File: config.mk
export PLATFORM = sky130hd
export DESIGN_NAME = d_e_issue_ctrl
export DESIGN_NICKNAME = d
export VERILOG_FILES = /design/src/rtl/d_e_issue_ctrl_pkg.sv /design/src/rtl/d_e_hazard_unit.sv /design/src/rtl/d_e_issue_ctrl.sv
export SDC_FILE = /design/constraint.sdc
export NUM_CORES = 1
export LEC_CHECK = 0
export ABC_CLOCK_PERIOD_IN_PS = 1900
export BUFFER_PORTS_ARGS = -buffer_cell sky130_fd_sc_hd__buf_2
export CORE_AREA = 2 2 39 41
export DETAILED_ROUTE_END_ITERATION = 10
export DIE_AREA = 0 0 41 43
export GPL_TIMING_DRIVEN = 0
export PLACE_DENSITY = 0.72
export SYNTH_ARGS = -nofsm -noshare
export SYNTH_HDL_FRONTEND = slang
export SYNTH_HIERARCHICAL = 1
export SYNTH_SLANG_ARGS = --single-unit
File: constraint.sdc
create_clock -name clk -period 1.9 [get_ports clk]
set_input_delay 0.095 -clock clk [delete_from_list [all_inputs] [get_ports clk]]
set_output_delay 0.095 -clock clk [all_outputs]
set_load 0.05 [all_outputs]
File: src/rtl/d_e_issue_ctrl_pkg.sv
// Shared types for the decode->execute issue controller.
// Issue FSM states, hazard cause codes and a counter width helper.
package pipeline_ctrl_pkg;

  typedef enum logic [1:0] {
    RUN,
    MUL_WAIT,
    FLUSH_DRAIN
  } issue_state_t;

  typedef enum logic [2:0] {
    NONE,
    LOAD_USE,
    ROB_FULL,
    MUL_BUSY,
    FLUSHING
  } hazard_cause_t;

  // Width of a down-counter loaded with n-1, at least one bit.
  function automatic int cnt_w(int n);
    return (n > 2) ? $clog2(n) : 1;
  endfunction

endpackage

File: src/rtl/d_e_hazard_unit.sv
// Combinational load-use comparator between decode and execute.
// In: decode sources/uses, execute valid/load/rd. Out: load_use_o.
module d_e_hazard_unit #(
  parameter int REG_ADDR_W = 5
) (
  input  logic                  dec_valid_i,
  input  logic [REG_ADDR_W-1:0] dec_rs1_i,
  input  logic [REG_ADDR_W-1:0] dec_rs2_i,
  input  logic                  dec_uses_rs1_i,
  input  logic                  dec_uses_rs2_i,
  input  logic                  ex_valid_i,
  input  logic                  ex_is_load_i,
  input  logic [REG_ADDR_W-1:0] ex_rd_i,
  output logic                  load_use_o
);

  logic rd_live;
  logic hit1;
  logic hit2;

  // x0 is never a real producer.
  assign rd_live = ex_valid_i & ex_is_load_i
                 & (ex_rd_i != '0);
  assign hit1 = dec_uses_rs1_i
              & (dec_rs1_i == ex_rd_i);
  assign hit2 = dec_uses_rs2_i
              & (dec_rs2_i == ex_rd_i);
  assign load_use_o = dec_valid_i & rd_live
                    & (hit1 | hit2);

endmodule

File: src/rtl/d_e_issue_ctrl.sv
// D/E issue control: issue, hold or bubble per cycle.
// Optional perf counters when D_E_ISSUE_CTRL_PERF_EN is defined.
module d_e_issue_ctrl
  import pipeline_ctrl_pkg::*;
#(
  parameter int REG_ADDR_W    = 5,
  parameter int MUL_LATENCY   = 5,
  parameter int FLUSH_BUBBLES = 1,
  parameter int PERF_CNT_W    = 32
) (
  input  logic                  clk,
  input  logic                  reset,
  input  logic                  dec_valid,
  input  logic [REG_ADDR_W-1:0] dec_rs1,
  input  logic [REG_ADDR_W-1:0] dec_rs2,
  input  logic                  dec_uses_rs1,
  input  logic                  dec_uses_rs2,
  input  logic                  dec_is_mul,
  input  logic                  ex_valid,
  input  logic                  ex_is_load,
  input  logic [REG_ADDR_W-1:0] ex_rd,
  input  logic                  rob_full,
  input  logic                  flush,
`ifdef D_E_ISSUE_CTRL_PERF_EN
  output logic [PERF_CNT_W-1:0] perf_stall_cycles,
  output logic [PERF_CNT_W-1:0] perf_bubbles,
  output logic [PERF_CNT_W-1:0] perf_mul_wait,
`endif
  output logic                  de_stall,
  output logic                  de_valid,
  output logic                  fd_stall,
  output logic                  rob_alloc
);

  localparam int MUL_W = cnt_w(MUL_LATENCY);
  localparam int DRN_W = cnt_w(FLUSH_BUBBLES);

  issue_state_t     state_q, state_d;
  logic [MUL_W-1:0] mul_cnt_q, mul_cnt_d;
  logic [DRN_W-1:0] drn_cnt_q, drn_cnt_d;
  logic             load_use;
  logic             ds_c, dv_c, fs_c;

  d_e_hazard_unit #(
    .REG_ADDR_W(REG_ADDR_W)
  ) u_hz (
    .dec_valid_i   (dec_valid),
    .dec_rs1_i     (dec_rs1),
    .dec_rs2_i     (dec_rs2),
    .dec_uses_rs1_i(dec_uses_rs1),
    .dec_uses_rs2_i(dec_uses_rs2),
    .ex_valid_i    (ex_valid),
    .ex_is_load_i  (ex_is_load),
    .ex_rd_i       (ex_rd),
    .load_use_o    (load_use)
  );

  always_comb begin
    state_d   = state_q;
    mul_cnt_d = mul_cnt_q;
    drn_cnt_d = drn_cnt_q;
    ds_c      = 1'b0;
    dv_c      = 1'b0;
    fs_c      = 1'b0;
    priority case (1'b1)
      flush: begin
        mul_cnt_d = '0;
        if (FLUSH_BUBBLES > 1) begin
          state_d   = FLUSH_DRAIN;
          drn_cnt_d = DRN_W'(FLUSH_BUBBLES - 1);
        end else begin
          state_d   = RUN;
          drn_cnt_d = '0;
        end
      end
      (state_q == MUL_WAIT): begin
        ds_c = 1'b1;
        fs_c = 1'b1;
        if (mul_cnt_q <= MUL_W'(1)) begin
          state_d   = RUN;
          mul_cnt_d = '0;
        end else begin
          mul_cnt_d = mul_cnt_q - MUL_W'(1);
        end
      end
      (state_q == FLUSH_DRAIN): begin
        fs_c = 1'b1;
        if (drn_cnt_q <= DRN_W'(1)) begin
          state_d   = RUN;
          drn_cnt_d = '0;
        end else begin
          drn_cnt_d = drn_cnt_q - DRN_W'(1);
        end
      end
      (dec_valid & (rob_full | load_use)): begin
        fs_c = 1'b1;
      end
      dec_valid: begin
        dv_c = 1'b1;
        if (dec_is_mul && MUL_LATENCY > 1) begin
          state_d   = MUL_WAIT;
          mul_cnt_d = MUL_W'(MUL_LATENCY - 1);
        end
      end
      default: ;
    endcase
  end

  always_ff @(posedge clk or negedge reset) begin
    if (!reset) begin
      state_q   <= RUN;
      mul_cnt_q <= '0;
      drn_cnt_q <= '0;
    end else begin
      state_q   <= state_d;
      mul_cnt_q <= mul_cnt_d;
      drn_cnt_q <= drn_cnt_d;
    end
  end

  // Reset forces every output low, even with live inputs.
  assign de_stall  = reset & ds_c;
  assign de_valid  = reset & dv_c;
  assign fd_stall  = reset & fs_c;
  assign rob_alloc = reset & dv_c;

`ifdef D_E_ISSUE_CTRL_PERF_EN
  localparam logic [PERF_CNT_W-1:0] SAT = '1;

  always_ff @(posedge clk or negedge reset) begin
    if (!reset) begin
      perf_stall_cycles <= '0;
      perf_bubbles      <= '0;
      perf_mul_wait     <= '0;
    end else begin
      if (fd_stall && perf_stall_cycles != SAT)
        perf_stall_cycles <= perf_stall_cycles + 1'b1;
      if (!de_valid && !de_stall && dec_valid
          && perf_bubbles != SAT)
        perf_bubbles <= perf_bubbles + 1'b1;
      if (state_q == MUL_WAIT && perf_mul_wait != SAT)
        perf_mul_wait <= perf_mul_wait + 1'b1;
    end
  end
`endif

endmodule

==> impl_metrics.csv, run 1 <==
group,metric,value,unit
routing,wl_met3,138,um
synthesis,syn_area_per_cell,8.73,um^2
routing,dr.max_layer_used,"met3",
floorplanning,die_h,43,um
timing,min_period_over_period,0.953,
power,clkPwrFrac,0.376,
floorplanning,core_area,1380,um^2
outcome,status,"complete, no violations",
grt,track_usage,0.114,
synthesis,synth_cells,46,
place,dp_cells,90,
cts,clk_latency,230,ps
critical_path,end_kind,"primary output",
critical_path,cp_slowest_stage_delay,530,ps
cells_and_area,fillers,140,
timing,worst_pin_slew,326,ps
cells_and_area,area_growth,48.6,%
grt,grt_pass1_vias,376,
routing,drtPass1Iterations,2,
power,intPower,198,uW
place,dp_slack,10.5,ps
routing,wl_per_cell,10.2,um
timing,slew_headroom,0.780,
cts,clk_pin_slew,40,ps
critical_path,critPathTopFamily,"simple AND/OR/NAND/NOR gates",
cts,cts_setup_buffers,0,
power,combPwrFrac,0.291,
critical_path,cp.required,1800,ps
cells_and_area,seqCellArea,100,um^2
floorplanning,io_pins,29,
timing,clock.fmax,0.552,GHz
floorplanning,die-area,1760,um^2
cts,cts_max_path_buffers,2,
routing,viasPerCell,4.65,
cts,cts_buffers,3,
power,power_leakage,0.000293,uW
synthesis,ys_types,25,
routing,routed_wl,961,um
cts,clock-sinks,4,
power,ir_worst_vdd,328,uV
routing,wl_met1,377,um
timing,whs,178,ps
power,power.density,453,nW/um^2
synthesis,yosysTopAreaCell,"dfrtp_1",
timing,slew_viol_final,0,
synthesis,ys_seq_area_frac,0.249,
grt,grt-ovfl-total,0,
hold_path,hold_class,"primary input to register",
cells_and_area,antenna_cells,0,
cts,cts_root_buffer,"clkbuf_4",
cts,cts_tree,"built",
critical_path,crit_slowest_cell,"or4_1",
synthesis,netlist.area_leader.share,0.249,
cells_and_area,multi_input_area,283,um^2
cells_and_area,drive_gt1_frac,0.449,
cells_and_area,layout.nets,107,
timing,skew,0.702,ps
critical_path,cpMostUsedCell,"buf_4",
power,seq_power_share,0.333,
grt,antenna_found_initial,0,
routing,drc,0,
synthesis,async_flop_share,1.00,
power,swShare,0.269,
routing,vias,437,
grt,grt_max_degree,7,
routing,dr_wl_met2,445,um
cells_and_area,finalNonFillerCells,94,
floorplanning,die_w,41,um
grt,grt_pass1_wl,1320,um
synthesis,synth_warnings,6,
critical_path,criticalPathCategory,"primary input to primary output",
synthesis,synth_area_leaders,"dfrtp_1 25%, xor2_1 17%, ha_1 6.2%",
place,port_buffers,28,
timing,hold_violations,0,
flow_run,max-cap-violations,0,
place,routabilityCongestion,0.721,
timing,final-setup-viol-count,0,
routing,drt_iter0_drc,5,
synthesis,synth_common_cells,"8 x xor2_1, 4 x dfrtp_1, 3 x inv_1, 3 x nand3_1, 3 x nor2_1",
synthesis,yosysMostFrequentCell,"xor2_1",
synthesis,synth_edf_count,0,
critical_path,cp_data_arrival_time,1720,ps
cts,htree_levels,1,
synthesis,syn_area,402,um^2
power,p_sw,72.8,uW
timing,worst_slack,88.4,ps
timing,fin_crit,1810,ps
critical_path,worst-path-max-fanout,3,
synthesis,ys_seq_elements,4,
critical_path,path_buf_inv,3,
critical_path,cp-start-kind,"primary input",
place,hpwlAfterDp,799,um
synthesis,yosys_most_used_dff,"dfrtp_1",
floorplanning,rows,14,
floorplanning,initial_core_util,0.290,
critical_path,crit_chain,"buf_2 -> or4_1 -> o2111ai_1 -> a21oi_1 -> nor2_1 -> and4bb_2 -> buf_4 -> buf_4",
routing,ant_nets,0,
synthesis,syn-num-nets,73,
[sequential cells by signal, indices dropped and copies added, names as in the netlist]
name       flops
state_q        1
mul_cnt_q      3
[path summary, 6_finish.rpt]
check                      slack, ps  cells after the start    startpoint           end
min reg2reg                      540                      2  mul_cnt_q[2]  mul_cnt_q[2]
max in group asynchronous       1580                      2         reset  mul_cnt_q[0]
min in group asynchronous        200                      2         reset    state_q[0]
max reg2reg                      460                      4  mul_cnt_q[0]  mul_cnt_q[2]
max                               90                      8      ex_rd[2]     rob_alloc
min                              180                      3    dec_is_mul    state_q[0]
[power groups by stage]
stage	combinational (uW)	sequential, uW	clock [uW]
floorplan	36.5	90.7	0
global route	86.5	90.4	108
CTS	79.0	89.9	108
finish	78.8	90.0	102
detailed placement	77.2	91.0	0
global placement	76.0	91.0	0
[worst register-to-register path: cells and delay by family, from the launching register on]
| family | cells | cell delay [ps] |
|---|---|---|
| compound gates | 1 | 230 |
| fa+ha+maj | 1 | 200 |
| flops | 1 | 410 |
| simple gates | 2 | 530 |
[metal layers]
layer / up-vias / GRT usage
met2: 24 / 0.194
met4: 0 / 0.0800
li1: 232 / -
met5: - / 0
met1: 181 / 0.105
met3: 0 / 0.0366
[cell families (layout without fill, tap and decap cells)]
| kind of cell | count (synthesis) | count (layout) | share of synthesized area |
|---|---|---|---|
| AO/OA/AOI/OAI | 8 | 8 | 0.137 |
| XOR/XNOR | 10 | 10 | 0.218 |
| adder cells (fa/ha/maj) | 2 | 2 | 0.0623 |
| buffers and inverters | 4 | 36 | 0.0467 |
| flip-flops | 4 | 4 | 0.249 |
| multiplexers | 1 | 1 | 0.0249 |
| AND/OR/NAND/NOR | 17 | 17 | 0.262 |
[through the flow]
stage	total power, uW	util	area [um^2]	TNS [ps]
floorplan	127	-	402	0
global placement	167	0.406	562	0
detailed placement	168	0.406	562	0
CTS	277	0.429	594	0
global route	285	0.431	597	-0.678
finish	270	0.431	597	0
[cell usage in the layout (no fill, tap or decap), types with 2 or more instances in the layout]
cell type  netlist  routed
buf_2            0      27
xor2_1           8       8
dfrtp_1          4       4
inv_1            3       3
nor2_1           3       3
nand3_1          3       3
clkbuf_4         0       3
o21ai_0          2       2
a21oi_1          2       2
ha_1             2       2
buf_4            1       2
nor4_1           2       2
xnor2_1          2       2
[area by class of cell]
cell class | count | share of cell area
clock buffers | 3 | 0.0377
plain buffers | 1 | 0.0126
inverters | 3 | 0.0189
repair buffers | 29 | 0.256
well taps | 16 | 0.0335
multi-input cells | 38 | 0.474
flip-flops and latches | 4 | 0.168
[timing repair]
item | in CTS | in global routing
setup endpoints to repair | 0 | 1
endpoints found under the hold margin | 4 | 0
hold buffers | 1 | 0
resized for setup | 0 | 2
(Power assumes the default switching activity.)
==> inputs of run 2 (changes only) <==
--- a/config.mk
+++ b/config.mk
@@ -5,7 +5,7 @@
 export SDC_FILE = /design/constraint.sdc
 export NUM_CORES = 1
 export LEC_CHECK = 0
-export ABC_CLOCK_PERIOD_IN_PS = 1900
+export ABC_CLOCK_PERIOD_IN_PS = 2200
 export BUFFER_PORTS_ARGS = -buffer_cell sky130_fd_sc_hd__buf_2
 export CORE_AREA = 2 2 39 41
 export DETAILED_ROUTE_END_ITERATION = 10
==> constraint.sdc (replaced) <==
create_clock -name clk -period 2.2 [get_ports clk]
set_input_delay 0.11 -clock clk [delete_from_list [all_inputs] [get_ports clk]]
set_output_delay 0.11 -clock clk [all_outputs]
set_load 0.1 [all_outputs]
==> impl_metrics.csv, run 2 (synthesized netlist as in run 1, its figures left out) <==
group,metric,value,unit
outcome,status,"complete, no violations",
critical_path,r2r_start,"mul_cnt_q[0]",
cts,cts_setup_buffers,0,
floorplanning,initial_core_util,0.290,
power,ir_worst_vdd,262,uV
critical_path,end_kind,"primary output",
grt,grt_pass1_vias,414,
routing,wl_per_cell,10.2,um
cells_and_area,regMostFlops,"mul_cnt_q",
cells_and_area,antenna_cells,0,
timing,clock.fmax,0.482,GHz
critical_path,cp-startpoint,"ex_rd[2]",
floorplanning,io_pins,29,
routing,viasPerCell,4.87,
critical_path,critical_path_depth,8,
critical_path,crit_slowest_cell,"or4_1",
cells_and_area,fillers,132,
timing,worst_pin_slew,490,ps
grt,grt_pass1_wl,1370,um
grt,grt_max_degree,7,
flow_run,max-cap-violations,0,
timing,min_period_over_period,0.943,
critical_path,ff2ff_setup_slack,750,ps
power,power.density,399,nW/um^2
critical_path,path_buf_inv,3,
cts,htree_levels,1,
critical_path,worstRegToRegCells,4,
cts,clock-sinks,4,
critical_path,cp_data_arrival_time,1970,ps
cts,ctsResizeCount,0,
cells_and_area,utilization,0.432,
cts,clk_latency,230,ps
cts,cts_root_buffer,"clkbuf_4",
cts,cts_max_path_buffers,2,
critical_path,cp_slowest_stage_delay,540,ps
cts,cts_buffers,3,
cells_and_area,seqCellArea,100,um^2
grt,grt-ovfl-total,0,
critical_path,cpMostUsedCell,"buf_2",
floorplanning,die_w,41,um
critical_path,critPathTopFamily,"simple AND/OR/NAND/NOR gates",
routing,drtPass1Iterations,2,
cells_and_area,layout.nets,107,
power,power_leakage,0.000294,uW
critical_path,criticalPathCategory,"primary input to primary output",
timing,fin_crit,2080,ps
critical_path,crit_end,"rob_alloc",
cells_and_area,drive_gt1_frac,0.462,
timing,slew_headroom,0.675,
critical_path,worst-path-max-fanout,3,
cts,clk_pin_slew,30,ps
critical_path,cp-start-kind,"primary input",
cells_and_area,finalNonFillerCells,94,
hold_path,hold_class,"primary input to register",
cells_and_area,largest_reg_flops,3,
routing,drt_iter0_drc,10,
place,routabilityCongestion,0.736,
routing,routed_wl,960,um
timing,rsz0062_at_grt,"no",
routing,drc,0,
critical_path,cp.required,2090,ps
critical_path,crit_chain,"buf_2 -> or4_1 -> o2111ai_1 -> a21oi_1 -> nor2_1 -> and4bb_2 -> buf_4 -> buf_2",
cells_and_area,area_growth,48.9,%
floorplanning,die_h,43,um
place,dp_cells,90,
grt,track_usage,0.117,
place,port_buffers,28,
timing,skew,0.921,ps
cells_and_area,final_cell_mix,"28 x buf_2, 8 x xor2_1, 4 x dfrtp_1",
routing,ant_nets,0,
cells_and_area,final_common_cell,"buf_2",
cells_and_area,multi_input_area,287,um^2
cts,cts_tree,"built",
timing,slew_viol_final,0,
floorplanning,core_area,1380,um^2
critical_path,r2r_end,"mul_cnt_q[2]",
timing,final-setup-viol-count,0,
hold_path,hold_start,"dec_is_mul",
routing,vias,458,
timing,hold_violations,0,
place,hpwlAfterDp,822,um
floorplanning,die-area,1760,um^2
grt,antenna_found_initial,0,
floorplanning,rows,14,
timing,fin_setup_tns,0,ps
cells_and_area,top_regs,"mul_cnt_q (3), state_q (1)",
-- run 2: cell types whose count changed in the layout (fill, tap and decap cells not counted) --
cell | previous run | this run
a21oi_1 | 2 | 1
a21oi_2 | 0 | 1
buf_2 | 27 | 28
buf_4 | 2 | 1
-- run 2: how the worst min path moves through the flow --
stage	slack (ps)	cells after the start	endpoint
6_report	200	3	state_q[0]
3_5_place_dp	-80	1	mul_cnt_q[1]
4_1_cts	190	3	state_q[0]
5_1_grt	220	3	state_q[0]
2_1_floorplan	-190	0	mul_cnt_q[0]
3_3_place_gp	-80	1	mul_cnt_q[0]
-- run 2: final cells by class --
class                           count  area share
Sequential cell                     4       0.167
Timing Repair Buffer               29       0.251
Tap cell                           16      0.0335
Inverter                            3      0.0188
Buffer                              1      0.0126
Clock buffer                        3      0.0377
Multi-Input combinational cell     38       0.479
-- run 2: worst reg2reg max path, cell delays in order, from the launching register on --
cell     delay [ps]
dfrtp_1         410
ha_1            210
o21ba_2         230
or4b_1          430
nand3_1         100
-- run 2: what timing repair did --
| action | in CTS | in global routing |
|---|---|---|
| hold buffers | 1 | 0 |
| hold endpoints to repair | 4 | 0 |
| endpoints found under the setup margin | 0 | 0 |
-- run 2: per-stage QoR --
step	area (um^2)	setup WS, ps	power (uW)	hold slack [ps]
after floorplan	405	59.1	117	-186
after global placement	566	132	151	-76.6
after CTS	598	104	246	189
after global routing	598	38.4	252	215
final	598	125	239	203
after detailed placement	566	109	152	-75.0
-- run 2: where the power goes --
part           total (uW)  internal (uW)  switching [uW]
clock                86.6           60.7            25.9
combinational        74.3           33.6            40.7
sequential           77.8           76.0            1.74
-- run 2: metal layers --
| layer | part of all wire | track usage | wire (um) |
|---|---|---|---|
| met3 | 0.15 | 0.0366 | 143 |
| met5 | 0 | 0 | 0 |
| met2 | 0.48 | 0.206 | 459 |
| met1 | 0.37 | 0.101 | 357 |
| met4 | 0 | 0.0800 | 0 |
==> inputs of run 3 (changes only) <==
--- a/config.mk
+++ b/config.mk
@@ -12,6 +12,7 @@
 export DIE_AREA = 0 0 41 43
 export GPL_TIMING_DRIVEN = 0
 export PLACE_DENSITY = 0.72
+export REMOVE_ABC_BUFFERS = 1
 export SYNTH_ARGS = -nofsm -noshare
 export SYNTH_HDL_FRONTEND = slang
 export SYNTH_HIERARCHICAL = 1
==> impl_metrics.csv, run 3 (synthesized netlist as in run 1, its figures left out) <==
group,metric,value,unit
outcome,status,"complete, no violations",
grt,grt_max_degree,7,
critical_path,path_buf_inv,2,
timing,clock.fmax,0.493,GHz
cells_and_area,final_cell_mix,"28 x buf_2, 8 x xor2_1, 4 x dfrtp_1",
hold_path,hold_class,"primary input to register",
critical_path,cp.required,2090,ps
cells_and_area,largest_reg_flops,3,
power,power.density,407,nW/um^2
routing,vias,448,
power,power_leakage,0.000289,uW
critical_path,cp_data_arrival_time,1920,ps
floorplanning,io_pins,29,
routing,ant_nets,0,
routing,viasPerCell,4.82,
timing,slew_headroom,0.680,
grt,grt-ovfl-total,0,
place,dp_cells,89,
timing,slew_viol_final,0,
routing,drt_iter0_drc,2,
floorplanning,rows,14,
grt,antenna_found_initial,0,
cts,ctsResizeCount,0,
routing,drc,0,
timing,final-setup-viol-count,0,
cells_and_area,utilization,0.424,
cells_and_area,antenna_cells,0,
floorplanning,die_w,41,um
grt,grt_pass1_wl,1570,um
cts,cts_max_path_buffers,2,
flow_run,max-cap-violations,0,
power,power,239,uW
place,hpwlAfterDp,895,um
routing,wl_per_cell,11.4,um
critical_path,crit_slowest_cell,"or4_1",
critical_path,cp-start-kind,"primary input",
cts,clk_pin_slew,30,ps
critical_path,criticalPathCategory,"primary input to primary output",
place,port_buffers,28,
cts,cts_root_buffer,"clkbuf_4",
cts,cts_buffers,3,
floorplanning,die_h,43,um
cells_and_area,final_common_cell,"buf_2",
timing,hold_violations,0,
cts,clock-sinks,4,
floorplanning,initial_core_util,0.290,
power,ir_worst_vdd,251,uV
routing,drtPass1Iterations,3,
cells_and_area,drive_gt1_frac,0.442,
routing,routed_wl,1060,um
timing,min_period_over_period,0.923,
cts,htree_levels,1,
critical_path,end_kind,"primary output",
critical_path,crit_chain,"buf_2 -> or4_1 -> o2111ai_1 -> a21oi_1 -> nor2_1 -> and4bb_2 -> buf_2",
critical_path,cp_slowest_stage_delay,560,ps
critical_path,critPathTopFamily,"simple AND/OR/NAND/NOR gates",
grt,grt_pass1_vias,446,
cells_and_area,finalNonFillerCells,93,
critical_path,worst-path-max-fanout,3,
cells_and_area,layout.nets,106,
critical_path,cpMostUsedCell,"buf_2",
cells_and_area,regMostFlops,"mul_cnt_q",
cts,clk_latency,230,ps
timing,skew,0.942,ps
cells_and_area,area_growth,46.1,%
cells_and_area,top_regs,"mul_cnt_q (3), state_q (1)",
floorplanning,core_area,1380,um^2
floorplanning,die-area,1760,um^2
timing,rsz0062_at_grt,"no",
timing,worst_pin_slew,483,ps
grt,track_usage,0.133,
cts,cts_tree,"built",
timing,fin_crit,2030,ps
place,routabilityCongestion,0.705,
==> run 3: cell count changes in the layout (fill, tap and decap cells not counted) <==
cell / previous run / this run
a21oi_1: 1 / 2
a21oi_2: 1 / 0
buf_4: 1 / 0
==> run 3: layer usage <==
metal / track usage / wire [um] / vias to the layer above / share of wire
li1: - / - / 227 / -
met2: 0.225 / 536 / 24 / 0.51
met4: 0.0800 / 0 / 0 / 0
met5: 0 / 0 / - / 0
met3: 0.0471 / 148 / 0 / 0.14
met1: 0.128 / 375 / 197 / 0.35
==> run 3: worst register-to-register path: cells and delay by family (launching register included) <==
family | cells | cell delay (ps)
AOI/OAI and AO/OA | 1 | 230
adders and majority gates | 1 | 200
DFF | 1 | 410
and+or+nand+nor | 2 | 540
==> run 3: metrics by stage <==
stage                     hold WS [ps]  TNS, ps  cell area, um^2  setup slack (ps)
after floorplan                   -186     -266              394              -266
after global placement           -78.2        0              554               216
after detailed placement         -77.5        0              554               170
after CTS                          183        0              587               166
after global routing               218        0              587              54.5
final                              193        0              587               170
==> run 3: repair_timing <==
action / in CTS / in global routing
endpoints found under the hold margin: 4 / 0
setup buffers: 0 / 0
hold buffers: 1 / 0
==> run 3: final timing paths <==
check / startpoint / to / slack, ps / cells after the start
min in group asynchronous: reset / mul_cnt_q[1] / 220 / 2
max: ex_rd[2] / de_valid / 170 / 7
min reg2reg: mul_cnt_q[0] / mul_cnt_q[0] / 540 / 1
max reg2reg: mul_cnt_q[0] / mul_cnt_q[2] / 750 / 4
min: dec_is_mul / state_q[0] / 190 / 3
max in group asynchronous: reset / state_q[0] / 1860 / 2
==> run 3: power breakdown <==
| part | leakage (uW) | internal [uW] | total [uW] | switching (uW) |
|---|---|---|---|---|
| Clock | 0.0000138 | 60.7 | 86.2 | 25.5 |
| Sequential | 0.0000551 | 76.0 | 78.0 | 1.96 |
| Combinational | 0.000220 | 32.9 | 74.7 | 41.7 |
| Total | 0.000289 | 170 | 239 | 69.2 |
==> run 3: layout make-up <==
class / instances / area, um^2
fill: 149 / 797
sequential: 4 / 100
multi-input combinational: 38 / 283
tap: 16 / 20.0
timing repair buffer: 29 / 150
clock buffer: 3 / 22.5
inverter: 3 / 11.3
